[src/rtl/bcd_scan_driver.sv]
// bcd_scan_driver: binary-to-BCD feeder for a multiplexed 7-segment display.
//
// A load strobe captures bin_in, saturated to MAX_VAL. A sequential
// shift-add-3 (double-dabble) engine converts it to packed BCD. The result
// is committed in one step to a display register. A free-running scanner
// then presents one digit at a time on bcd, with a one-hot-low enable on an.
//
// Ports:
//   clk     in   1       system clock, rising edge
//   rst     in   1       synchronous, active-high reset
//   bin_in  in   BIN_W   binary value, sampled when load is accepted
//   load    in   1       single-cycle strobe; ignored while busy
//   busy    out  1       conversion in progress
//   ovf     out  1       last accepted value exceeded MAX_VAL
//   bcd     out  4       BCD code of the scanned digit
//   an      out  DIGITS  active-low digit enables
//
// Optional build macro: BCD_SCAN_LZ_BLANK_EN
//   When defined, leading zero digits (all digits i..DIGITS-1 zero, i>0)
//   are driven as 4'hF, which the downstream decoder renders blank.
//   When undefined, every digit is driven with its BCD value.

module bcd_scan_driver #(
  parameter int unsigned DIGITS      = 4,
  parameter int unsigned BIN_W       = 14,
  parameter int unsigned MAX_VAL     = 9999,
  parameter int unsigned REFRESH_DIV = 50000
) (
  input  logic              clk,
  input  logic              rst,
  input  logic [BIN_W-1:0]  bin_in,
  input  logic              load,
  output logic              busy,
  output logic              ovf,
  output logic [3:0]        bcd,
  output logic [DIGITS-1:0] an
);

  localparam int unsigned CNT_W = (BIN_W > 1) ? $clog2(BIN_W) : 1;
  localparam int unsigned PRE_W = (REFRESH_DIV > 1) ? $clog2(REFRESH_DIV) : 1;
  localparam int unsigned IDX_W = (DIGITS > 1) ? $clog2(DIGITS) : 1;
  localparam int unsigned ACC_W = 4 * DIGITS;

  localparam logic [CNT_W-1:0] CNT_LAST = CNT_W'(BIN_W - 1);
  localparam logic [PRE_W-1:0] PRE_LAST = PRE_W'(REFRESH_DIV - 1);
  localparam logic [IDX_W-1:0] IDX_LAST = IDX_W'(DIGITS - 1);
  localparam logic [BIN_W-1:0] SAT_VAL  = BIN_W'(MAX_VAL);

  localparam logic [1:0] S_IDLE   = 2'd0;
  localparam logic [1:0] S_SHIFT  = 2'd1;
  localparam logic [1:0] S_COMMIT = 2'd2;

  // Conversion state
  logic [1:0]             state, state_nxt;
  logic                   busy_nxt, ovf_nxt;
  logic [BIN_W-1:0]       shreg, shreg_nxt;
  logic [DIGITS-1:0][3:0] acc, acc_nxt, bcd_adj;
  logic [CNT_W-1:0]       cnt, cnt_nxt;
  logic [DIGITS-1:0][3:0] disp, disp_nxt;
  logic                   over_c;

  // Scan state
  logic [PRE_W-1:0]       pre, pre_nxt;
  logic [IDX_W-1:0]       idx, idx_nxt;
  logic [DIGITS-1:0]      an_nxt;
  logic [3:0]             bcd_nxt;

  // Wide compare so MAX_VAL may exceed the range of bin_in.
  assign over_c = (64'(bin_in) > 64'(MAX_VAL));

  // Conversion FSM: next-state and datapath
  always_comb begin
    state_nxt = state;
    busy_nxt  = busy;
    ovf_nxt   = ovf;
    shreg_nxt = shreg;
    acc_nxt   = acc;
    cnt_nxt   = cnt;
    disp_nxt  = disp;

    // Add-3 correction on every nibble >= 5 before the shift.
    bcd_adj = acc;
    for (int d = 0; d < int'(DIGITS); d++) begin
      if (acc[d] >= 4'd5) begin
        bcd_adj[d] = acc[d] + 4'd3;
      end
    end

    case (state)
      S_IDLE: begin
        if (load) begin
          shreg_nxt = over_c ? SAT_VAL : bin_in;
          acc_nxt   = '0;
          cnt_nxt   = CNT_LAST;
          ovf_nxt   = over_c;
          busy_nxt  = 1'b1;
          state_nxt = S_SHIFT;
        end
      end
      S_SHIFT: begin
        // Shift {accumulator, binary} left by one.
        acc_nxt   = ACC_W'({bcd_adj, shreg[BIN_W-1]});
        shreg_nxt = {shreg[BIN_W-2:0], 1'b0};
        cnt_nxt   = cnt - CNT_W'(1);
        if (cnt == '0) begin
          state_nxt = S_COMMIT;
        end
      end
      S_COMMIT: begin
        // Display updates atomically, never with partial results.
        disp_nxt  = acc;
        busy_nxt  = 1'b0;
        state_nxt = S_IDLE;
      end
      default: begin
        busy_nxt  = 1'b0;
        state_nxt = S_IDLE;
      end
    endcase
  end

  // Conversion registers
  always_ff @(posedge clk) begin
    if (rst) begin
      state <= S_IDLE;
      busy  <= 1'b0;
      ovf   <= 1'b0;
      shreg <= '0;
      acc   <= '0;
      cnt   <= '0;
      disp  <= '0;
    end else begin
      state <= state_nxt;
      busy  <= busy_nxt;
      ovf   <= ovf_nxt;
      shreg <= shreg_nxt;
      acc   <= acc_nxt;
      cnt   <= cnt_nxt;
      disp  <= disp_nxt;
    end
  end

`ifdef BCD_SCAN_LZ_BLANK_EN
  // zero_from[i]: display digits i..DIGITS-1 are all zero.
  logic [DIGITS:0] zero_from;

  always_comb begin
    zero_from         = '0;
    zero_from[DIGITS] = 1'b1;
    for (int i = int'(DIGITS) - 1; i >= 0; i--) begin
      zero_from[i] = zero_from[i+1] & (disp[i] == 4'd0);
    end
  end
`endif

  // Scan: prescaler wrap advances the digit index; an/bcd follow it.
  always_comb begin
    pre_nxt = pre;
    idx_nxt = idx;
    an_nxt  = an;
    bcd_nxt = bcd;
    if (pre == PRE_LAST) begin
      pre_nxt = '0;
      idx_nxt = (idx == IDX_LAST) ? '0 : idx + IDX_W'(1);
      an_nxt  = ~(DIGITS'(1) << idx_nxt);
      bcd_nxt = disp[idx_nxt];
`ifdef BCD_SCAN_LZ_BLANK_EN
      if ((idx_nxt != '0) && zero_from[idx_nxt]) begin
        bcd_nxt = 4'hF;
      end
`endif
    end else begin
      pre_nxt = pre + PRE_W'(1);
    end
  end

  // Scan registers
  always_ff @(posedge clk) begin
    if (rst) begin
      pre <= '0;
      idx <= '0;
      an  <= ~DIGITS'(1);
      bcd <= 4'h0;
    end else begin
      pre <= pre_nxt;
      idx <= idx_nxt;
      an  <= an_nxt;
      bcd <= bcd_nxt;
    end
  end

endmodule
[config.mk]
export PLATFORM = sky130hd
export DESIGN_NAME = bcd_scan_driver
export DESIGN_NICKNAME = d
export VERILOG_FILES = /design/src/rtl/bcd_scan_driver.sv
export SDC_FILE = /design/constraint.sdc
export NUM_CORES = 1
export LEC_CHECK = 0
export CAP_MARGIN = 40
export CORE_ASPECT_RATIO = 2
export CORE_MARGIN = 5
export CORE_UTILIZATION = 41
export CTS_CLUSTER_SIZE = 8
export DETAILED_ROUTE_END_ITERATION = 6
export PLACE_DENSITY = 0.67
export RECOVER_POWER = 100
export SETUP_SLACK_MARGIN = 0.3
export SYNTH_ARGS = -nofsm -noshare
export SYNTH_HDL_FRONTEND = slang
export SYNTH_SLANG_ARGS = --single-unit
[constraint.sdc]
create_clock -name clk -period 2.45 [get_ports clk]
set_input_delay 0.49 -clock clk [delete_from_list [all_inputs] [get_ports clk]]
set_output_delay 0.49 -clock clk [all_outputs]
set_load 0.005 [all_outputs]
Word level (Yosys, flattened, before mapping) --
Index checks and enable logic that the tools add are counted.
Storage, ports and cells: register bits 80, input port bits 17, logic and storage cells 66
Operators by class: add/subtract/negate cells 7, magnitude comparators 6, equal/unequal tests 6, shifts and indexed selects 1, multiplexer cells 19, bitwise operators 2, reduce and logical (&&, ||, !) cells 8
Operators by type and width (count):
- $pmux 16 s2 | 1
- $mux 14 | 2
- $pmux 14 s2 | 1
- $mux 4 | 5
- $add 16x1->16 const B | 1
- $eq 16x16->1 const B | 1
- $ge 4x3->1 const B | 4
- $mux 16 | 1
- $gt 14x14->1 const B | 1
- $add 4x2->4 const B | 3
- $bmux 4 s2 | 1
- $pmux 4 s2 | 1
- $reduce_and 2->1 | 4
- $mux 2 | 3
- $eq 2x2->1 const B | 2
- $logic_not 4->1 | 1
- $ne 2x2->1 const B | 2
- $not 4->4 | 1
- $pmux 2 s2 | 1
- $shl 1x2->4 const A | 1
- $sub 4x1->4 const B | 1
- $add 3x2->3 const B | 1
- $lt 2x3->1 const B | 1
- $mux 3 | 1
- 8 further kinds | 8

Depth between registers and ports, before layout --
Gate-level depths: netlist of the first run.
depth in word-level cells 4, mapped depth 7, depth with buffers taken out 6

Least setup slack after synthesis of the first run --
OpenSTA, ideal clock, no wires.
kind register to register, start point register pre[5], end point register an[1], arrival time 1.841 ns, required time 2.330 ns, path slack 0.489 ns, stages on the path, launching flop included 6, buffers on the path 2, period minus slack after synthesis 1.961 ns, cell sequence dfxtp_1 > or4_1 > or4_1 > buf_2 > buf_6 > a211o_1
Between the ends: longest elaborated chain between the ends 1
Ends and longest elaborated chain:
- start, declared | RTL line 63 | logic [PRE_W-1:0] pre, pre_nxt;
- start signal, assigned | RTL line 185 | pre <= pre_nxt;
- $eq 16x16->1 | RTL line 162 | if (pre == PRE_LAST) begin
- end signal, assigned | RTL line 182 | an <= ~DIGITS'(1);
- end signal, assigned | RTL line 187 | an <= an_nxt;
- end, declared | RTL line 36 | output logic [DIGITS-1:0] an
No other way between the ends. A chain may end at the register's enable or synchronous reset.

Final worst setup path of the first run --
start point input load, end point register shreg[7]
Between the ends: longest elaborated chain between the ends 2
Ends and longest elaborated chain:
- start, declared | RTL line 32 | input logic load,
- $ne 2x2->1 (no line)
- $reduce_and 2->1 (no line)
- end signal, assigned | RTL line 136 | shreg <= shreg_nxt;
- end, declared | RTL line 56 | logic [BIN_W-1:0] shreg, shreg_nxt;
No other way between the ends.

==> results of run 1 <==
## final timing paths
| kind | cells past startpoint | slack (ps) | from | to |
|---|---|---|---|---|
| setup / recovery | 6 | 420 | load | shreg[7] |
| setup reg to reg | 5 | 420 | pre[5] | pre[5] |
| hold reg to reg | 2 | 450 | disp[12] | disp[12] |
| hold / removal | 2 | 450 | disp[12] | disp[12] |
## flip-flops by register name, summed over array words and instances (netlist names)
signal and cells:
disp 16, busy 1, acc 16, shreg 14, state 2, pre 16
ovf 1, cnt 4, an 4, idx 2, bcd 4
## routing by layer
layer,vias up,track usage
li1,1528,-
met1,1469,0.1612
met2,49,0.2966
met3,13,0.02967
met4,0,0.08111
met5,-,0
## synth_stat cells, types with 4 or more instances
master / n
a21oi_1: 43
a222oi_1: 4
a22o_1: 8
clkbuf_1: 19
dfxtp_1: 80
ha_1: 15
inv_1: 20
mux2i_1: 10
mux4_2: 4
nand2_1: 46
nand2b_1: 7
nand3_1: 9
nand4_1: 4
nor2_1: 59
nor3_1: 10
nor3b_1: 4
nor4_1: 9
o21ai_0: 12
xnor2_1: 13
xor2_1: 4
## critical path: stages
cell and delay, ps:
dlygate4sd3_1 610, clkbuf_1 300, o21bai_1 100, clkbuf_2 310
a222oi_1 370, nor2_1 70
## power breakdown
group	total [mW]	switching (mW)	internal, mW
registers	1.38	0.0374	1.35
logic	0.250	0.148	0.102
clock network	1.45	0.505	0.945
total	3.08	0.690	2.39
## logic make-up (layout without fill, tap and decap cells)
| kind of cell | count (synthesis) | count (layout) | share of synthesized area |
|---|---|---|---|
| muxes | 14 | 14 | 0.05251 |
| xor gates and xnor gates | 17 | 17 | 0.04110 |
| adders and majority gates | 15 | 15 | 0.05181 |
| AOI/OAI and AO/OA | 87 | 87 | 0.1520 |
| buffers and inverters | 43 | 76 | 0.04732 |
| and+or+nand+nor | 165 | 165 | 0.2131 |
| DFF | 80 | 80 | 0.4421 |
## cell type report
class | instances | area share
clock buffer | 11 | 0.05843
timing repair buffer | 40 | 0.07926
multi-input combinational | 298 | 0.4275
clock inverter | 5 | 0.01822
inverter | 20 | 0.01736
sequential | 80 | 0.3703
tap | 100 | 0.02893
## per-stage QoR
step                      cell area, um2    util  instances
after CTS                           4343  0.5022        554
after global routing                4325  0.5001        554
after detailed placement            4011  0.4638        538
after floorplan                     3622       -        421
after global placement              4011  0.4638        538
final                               4325  0.5001        554
==> impl_metrics.py, run 1 <==
metrics = {
    "outcome": {
        "outcome": "finished clean",
    },
    "place": {
        "dp_slack_ps": 324.6,
        "portBuffers": 26,
        "dp_hpwl_mm": 5.931,
        "gp_congestion": 0.8301,
    },
    "detailed_routing": {
        "vias_per_cell": 5.522,
        "met3_length_um": 228,
        "wl_met2_mm": 4.482,
        "firstDrtPassIters": 4,
        "via_count": 3059,
        "routedWlPerCell_um": 14.71,
        "drt-total-wl_mm": 8.151,
        "top_layer": "met4",
        "drtIter0Drc": 148,
        "ant_nets": 0,
        "wl_met1_mm": 3.283,
        "drc_errors": 0,
    },
    "cells_and_area": {
        "layout.nets": 481,
        "antennaDiodeCount": 0,
        "final_cell_mix": "dfxtp_1 (80), nor2_1 (59), nand2_1 (46)",
        "nFillCells": 817,
        "seq_area_mm2": 0.001602,
        "layout_commonest_cell": "dfxtp_1",
        "multi_input_area_mm2": 0.001849,
        "drive_gt1_frac": 0.07489,
        "areaGrowthSynthToFinish_pct": 19.41,
    },
    "floorplanning": {
        "fp-row-count": 48,
        "io_pins": 27,
        "start_util": 0.4188,
        "die_x_um": 76.47,
        "coreArea_mm2": 0.008648,
        "die-area_mm2": 0.01093,
        "dieHeight_um": 142.9,
    },
    "clock_tree": {
        "clk_pin_slew_ps": 60,
        "postCtsHoldBufs": 0,
        "cts-resized-gates": 0,
        "cts.path.max_buffers": 2,
        "postCtsSetupBuffers": 0,
        "cts_buffers": 9,
        "clock_latency_ps": 330,
        "cts_root_buf": "clkbuf_16",
        "htreeDepth": 3,
        "cts_tree": "done",
        "clkSinkCount": 80,
    },
    "logic_synthesis": {
        "synth_seq_area_share": 0.4421,
        "syn_nets": 453,
        "ys.flop_type": "dfxtp_1",
        "synth-edff-count": 0,
        "yosys-top-cells-area": "dfxtp_1 (44%), nor2_1 (6.1%), a21oi_1 (5.9%), ha_1 (5.2%), nand2_1 (4.8%)",
        "synthCells": 421,
        "async_flop_share": 0,
        "synth.distinct_cells": 46,
        "synth_area_per_cell_um2": 8.604,
        "synth.top_cell.area_share": 0.4421,
        "yosys_warnings": 0,
        "yosys_register_bits": 80,
        "synthesis.area_mm2": 0.003622,
        "yosys.area.top_type": "dfxtp_1",
    },
    "sta": {
        "min_period_over_period": 0.8290,
        "final_hold_viol_count": 0,
        "fin_ws_ps": 418.9,
        "worst_slew_pin_slew_ps": 597.7,
        "finalSetupViolCount": 0,
        "rsz0062_at_grt": "no",
        "clock.fmax_mhz": 492.3,
        "hold_ws_ps": 451.9,
        "fin_tns_setup_ps": 0,
        "slew_headroom": 0.6016,
        "fin_skew_ps": 5.694,
        "period_needed_ps": 2031,
        "maxSlewViolCount": 0,
    },
    "worst_setup_path": {
        "cp-start-kind": "primary input",
        "crit_arrival_ps": 2240,
        "criticalPathCategory": "in -> reg",
        "cp.required_ps": 2660,
        "critPathMaxFanout": 20,
        "worst_setup_path_end_kind": "flop",
    },
    "global_routing": {
        "grt_first_pass_wirelength_mm": 14.01,
        "grt_pass1_vias": 3073,
        "grt_usage": 0.1571,
        "grt_max_degree": 29,
        "antenna_found_initial": 0,
        "grt_overflow": 0,
    },
    "worst_hold_path": {
        "hp-class": "reg -> reg",
    },
    "pwr": {
        "powerDensity_mw_per_mm2": 712.8,
        "ir_drop_mv": 0.4070,
        "leakagePower_nw": 1.639,
        "power_mw": 3.083,
    },
    "flow_run": {
        "cap_violations": 0,
    },
}
Note: power is estimated with default switching activity, not from simulation.
==> inputs of run 2 (changes only) <==
==> constraint.sdc (replaced) <==
create_clock -name clk -period 1.9 [get_ports clk]
set_input_delay 0.38 -clock clk [delete_from_list [all_inputs] [get_ports clk]]
set_output_delay 0.38 -clock clk [all_outputs]
set_load 0.005 [all_outputs]
==> run 2 against run 1 <==
Final cell count is 3.2% higher. Critical path depth unchanged. Sequential power is 30% higher. Non-clock buffer count rose by 18. Clock skew about the same. Critical path type is now reg -> reg.
==> impl_metrics.py, run 2 (synthesis results as in run 1) <==
metrics = {
    "floorplanning": {
        "io_pins": 27,
        "die_x_um": 76.47,
        "dieHeight_um": 142.9,
        "start_util": 0.4188,
        "die-area_mm2": 0.01093,
        "fp-row-count": 48,
        "coreArea_mm2": 0.008648,
    },
    "detailed_routing": {
        "drc_errors": 0,
        "vias_per_cell": 5.404,
        "via_count": 3091,
        "drtIter0Drc": 146,
        "routedWlPerCell_um": 14.24,
        "drt-total-wl_mm": 8.145,
        "ant_nets": 0,
        "firstDrtPassIters": 5,
    },
    "worst_setup_path": {
        "reg2reg_to": "pre[15]",
        "worstReg2RegStart": "pre[12]",
        "criticalPathCategory": "reg -> reg",
        "critPathMaxFanout": 15,
        "r2r_setup_slack_ps": 60,
        "cp.required_ps": 2120,
        "worstRegToRegCells": 6,
        "cp-start-kind": "flop",
        "crit_arrival_ps": 2050,
        "worst_setup_path_end_kind": "flop",
    },
    "sta": {
        "worst_slew_pin_slew_ps": 563.6,
        "fin_tns_setup_ps": 0,
        "maxSlewViolCount": 0,
        "period_needed_ps": 1837,
        "finalSetupViolCount": 0,
        "hold_ws_ps": 393.0,
        "rsz0062_at_grt": "yes",
        "slew_headroom": 0.6243,
        "fin_ws_ps": 63.10,
        "final_hold_viol_count": 0,
        "fin_skew_ps": 6.051,
        "min_period_over_period": 0.9668,
        "clock.fmax_mhz": 544.4,
    },
    "pwr": {
        "switchingPower_mw": 0.8934,
        "intPower_mw": 2.956,
        "p_seq_frac": 0.464,
        "combPwrFrac": 0.095,
        "leakagePower_nw": 1.841,
        "clkPwrFrac": 0.441,
        "ir_drop_mv": 0.5290,
        "powerDensity_mw_per_mm2": 842.7,
        "swShare": 0.2321,
    },
    "global_routing": {
        "grt_first_pass_wirelength_mm": 13.97,
        "grt_max_degree": 30,
        "antenna_found_initial": 0,
        "groute.layer.met1.usage": 0.1704,
        "grt_pass1_vias": 3018,
        "grt_usage": 0.1559,
        "grt_overflow": 0,
        "use_met3": 0.03662,
        "grtUsageMet2": 0.2848,
        "grt_busiest_layer": "met2",
    },
    "clock_tree": {
        "clk_pin_slew_ps": 60,
        "cts_buffers": 9,
        "postCtsHoldBufs": 0,
        "htreeDepth": 3,
        "cts_root_buf": "clkbuf_16",
        "clock_latency_ps": 330,
        "clkSinkCount": 80,
        "cts.path.max_buffers": 2,
        "cts_tree": "done",
    },
    "cells_and_area": {
        "final_cell_mix": "dfxtp_1 (79), nor2_1 (59), nand2_1 (46)",
        "reg_top3": "acc x16, disp x16, pre x16",
        "layout_commonest_cell": "dfxtp_1",
        "nFillCells": 836,
        "seq_area_mm2": 0.001603,
        "multi_input_area_mm2": 0.001906,
        "antennaDiodeCount": 0,
        "areaGrowthSynthToFinish_pct": 26.11,
        "drive_gt1_frac": 0.1377,
        "layout.nets": 499,
    },
    "worst_hold_path": {
        "hold_start": "bin_in[7]",
        "hp-class": "in -> reg",
        "hold_end": "shreg[7]",
        "whs_path_depth": 3,
    },
    "place": {
        "dp_hpwl_mm": 5.935,
        "dp_slack_ps": -179.2,
        "portBuffers": 26,
        "gp_congestion": 0.8234,
    },
    "flow_run": {
        "cap_violations": 0,
    },
    "outcome": {
        "outcome": "finished clean",
    },
}
==> run 2: changes by cell type in the layout (fill, tap and decap cells not counted), moves of 3 or more <==
cell / change
dlymetal6s2s_1: +10
nor4_1: -3
buf_4: +16
clkbuf_8: +3
a21oi_1: -3
clkdlybuf4s50_1: -9
a21oi_2: +3
buf_12: +3
==> run 2: worst max-delay path by stage <==
stage / slack, ps / start / end / depth (start not counted)
2_1_floorplan: 60 / pre[12] / an[1] / 5
3_3_place_gp: -110 / bin_in[9] / shreg[10] / 5
3_5_place_dp: -180 / bin_in[9] / shreg[10] / 5
4_1_cts: 40 / pre[12] / pre[15] / 6
5_1_grt: -20 / pre[12] / an[0] / 5
6_report: 60 / pre[12] / pre[15] / 6
==> run 2: repair_timing <==
item / CTS / global route
setup buffers: 2 / 2
endpoints found under the hold margin: 0 / 0
gates resized for setup: 6 / 23
pin swaps: 1 / 5
endpoints found under the setup margin: 34 / 58
==> run 2: power groups by stage <==
stage / registers (mW) / logic (mW) / clock network, mW
floorplan: 1.80 / 0.216 / 0
global placement: 1.82 / 0.355 / 0
detailed placement: 1.82 / 0.362 / 0
CTS: 1.79 / 0.373 / 1.74
global route: 1.79 / 0.403 / 1.81
finish: 1.79 / 0.365 / 1.70
==> run 2: worst max-delay path, stage by stage, from the launching register on <==
cell,delay (ps)
dfxtp_1,310
or4_1,520
or4_4,450
buf_8,170
nand2b_2,90
buf_12,140
a21oi_1,40
==> run 2: area by class of cell <==
| type | instances | area share |
|---|---|---|
| multi-input cells | 298 | 0.4171 |
| flip-flops and latches | 80 | 0.3509 |
| repair buffers | 58 | 0.1216 |
| clock buffers | 14 | 0.06437 |
| well taps | 100 | 0.02739 |
| inverters | 20 | 0.01643 |
| clock inverters | 2 | 0.002191 |
==> run 2: routing by layer <==
metal	wire length, um	vias up
met5	0	-
met4	180	0
met3	269	13
met2	4424	49
met1	3271	1467
li1	-	1562
==> run 2: metrics by stage <==
stage,total power [mW],std cells,util,area (um2)
final,3.850,572,0.5282,4568
after global routing,4.003,572,0.5282,4568
after CTS,3.896,570,0.5239,4531
after detailed placement,2.184,552,0.4837,4183
after global placement,2.175,552,0.4837,4183
after floorplan,2.018,421,-,3655
==> RTL edit (flow settings as in run 2) <==
The parameter `DIGITS` goes from 4 to 8.
--- a/src/rtl/bcd_scan_driver.sv
+++ b/src/rtl/bcd_scan_driver.sv
@@ -23,3 +23,3 @@
 module bcd_scan_driver #(
-  parameter int unsigned DIGITS      = 4,
+  parameter int unsigned DIGITS      = 8,
   parameter int unsigned BIN_W       = 14,
Interface: changed (resized an); port bits go from 27 to 31. No check against the original RTL was run, so the function may have changed too.
==> RTL edit against run 2 <==
  * Total power is 52% higher
  * Worst setup slack better by 0.15 ns
  * Area after synthesis is 45% higher
  * Global-route usage is 1.5 points higher
  * Final area is 41% higher
  * Sequential share of layout area is 1.6 points higher
  * Sequential cell count is 37 higher
  * Combinational power is 4% lower
  * Clock skew is 0.0036 ns higher
  * Hold slack better by 0.038 ns
  * Routed wire length is 58% higher
==> RTL edit: results (changes against run 2) <==
status:
  status: "finished clean"
worst_hold_path:
  whs_endpoint: "pre[0]$_SDFF_PP0_"
  min_path_type: "register to register"
route:
  drt_iter0_drc: 238  # +63%
  met3WireLength_um: 511  # +90%
  routed_via_density: 5.62  # +3.9%
  firstDrtPassIters: 4  # -1
  routed_wl_um: 12800  # +58%
  met1_length_um: 4640  # +42%
  dr_wl_met2_um: 7270  # +64%
logic_synthesis:
  yosys-top-cells-count: "dfxtp_1 (117), nand2_1 (87), a21oi_1 (65)"
  synth_cell_types: 53  # +15%
  syn_inst: 604  # +43%
  seq_area_frac_synth_pct: 44.7  # +0.44 points
  ys_top_cells_by_area: "dfxtp_1 (45%), nand2_1 (6.2%), a21oi_1 (6.2%)"
global_routing:
  gr-usage-met2_pct: 32.3  # +3.8 points
  first_global_vias: 4697  # +56%
  grt_start_max_net_pins: 37  # +23%
  met1_usage_pct: 16.4  # -0.60 points
  grtUsageTotal_pct: 17.1  # +1.5 points
  grt_pass1_wl_um: 21500  # +54%
place:
  placed_cells: 771  # +40%
  place_area_sq_um: 5810  # +39%
  place_ws_ns: -0.0308  # +0.148 ns
  hpwl_um: 9310  # +57%
  portBuffers: 30  # +15%
power:
  cellLeakagePower_nw: 2.31  # +26%
  power_switching_w: 0.00132  # +47%
setup_path:
  critPathTopFamily: "buffers and inverters"
  crit_slowest_cell: "dfxtp_1"
  r2r-start: "state[0]$_SDFFE_PP0P_"
  worst-r2r-setup-slack_ns: 0.21  # +0.15 ns
  cpPeakStageDelay_ns: 0.46  # -0.06 ns
  reg2reg_depth: 5  # -1
  cp.arrival_ns: 1.98  # -0.07 ns
  crit_fanout: 19  # +4
cells_and_area:
  layout.nets: 680  # +36%
  multi_input_gates: 426  # +43%
  top_regs: "acc x32, disp x32, pre x16"
  drive_gt1_share_pct: 13.1  # -0.66 points
  clkbuf_count: 23  # +9
  buf_share_pct: 7.33  # -4.8 points
  n_all_inverters: 24  # +20%
  multi_input_area_sq_um: 2760  # +45%
  clk_share_pct: 8.63  # +2.0 points
clock_network:
  clk_latency_ns: 0.41  # +0.08 ns
  cts_buffers: 17  # +8
sta:
  skew_ns: 0.00961  # +0.00356 ns
  hold_slack_ns: 0.431  # +0.0382 ns
==> RTL edit: cell types whose count changed in the layout (fill, tap and decap cells not counted), sizes merged, moves of 11 or more <==
cell,run 2,this run
dlygate4sd2,0,14
nor2,59,29
o22ai,2,13
clkbuf,17,32
nand2,46,87
a21oi,43,65
buf,30,19
dfxtp,80,117
==> RTL edit: cells by family after synthesis <==
kind of cell    after synthesis  share of synthesized area (%)
compound gates              175                           21.7
simple gates                199                           18.6
xor+xnor                     21                           3.51
buf+inv                      61                           4.72
fa+ha+maj                    20                           4.77
flops                       117                           44.7
mux                          11                           2.10
==> RTL edit: timing repair <==
item                                    4_1_cts  5_1_grt
pin swaps                                     1        0
resized for setup                            24       24
endpoints found under the setup margin       35       49
buffers inserted                              2        1
gates cloned                                  0        0
hold buffers                                  0        0
==> RTL edit: power groups by stage <==
stage	logic, W	clock network (W)	registers [W]
6_report	0.000349	0.00295	0.00254
5_1_grt	0.000386	0.00313	0.00255
2_1_floorplan	0.000218	0	0.00258
3_3_place_gp	0.000359	0	0.00259
3_5_place_dp	0.000368	0	0.00260
4_1_cts	0.000368	0.00300	0.00254
==> RTL edit: how the worst max path moves through the flow <==
stage,start,to,slack (ns)
after CTS,idx[0]$_SDFFE_PP0P_,bcd[0]$_SDFFE_PP0P_,0.23
after global placement,idx[0]$_SDFFE_PP0P_,bcd[1]$_SDFFE_PP0P_,-0.006
after global routing,state[0]$_SDFFE_PP0P_,acc[30]$_SDFFE_PP0P_,0.09
after detailed placement,load,shreg[6]$_SDFFE_PP0P_,-0.03
final,state[0]$_SDFFE_PP0P_,acc[30]$_SDFFE_PP0P_,0.21
after floorplan,idx[0]$_SDFFE_PP0P_,bcd[2]$_SDFFE_PP0P_,0.29
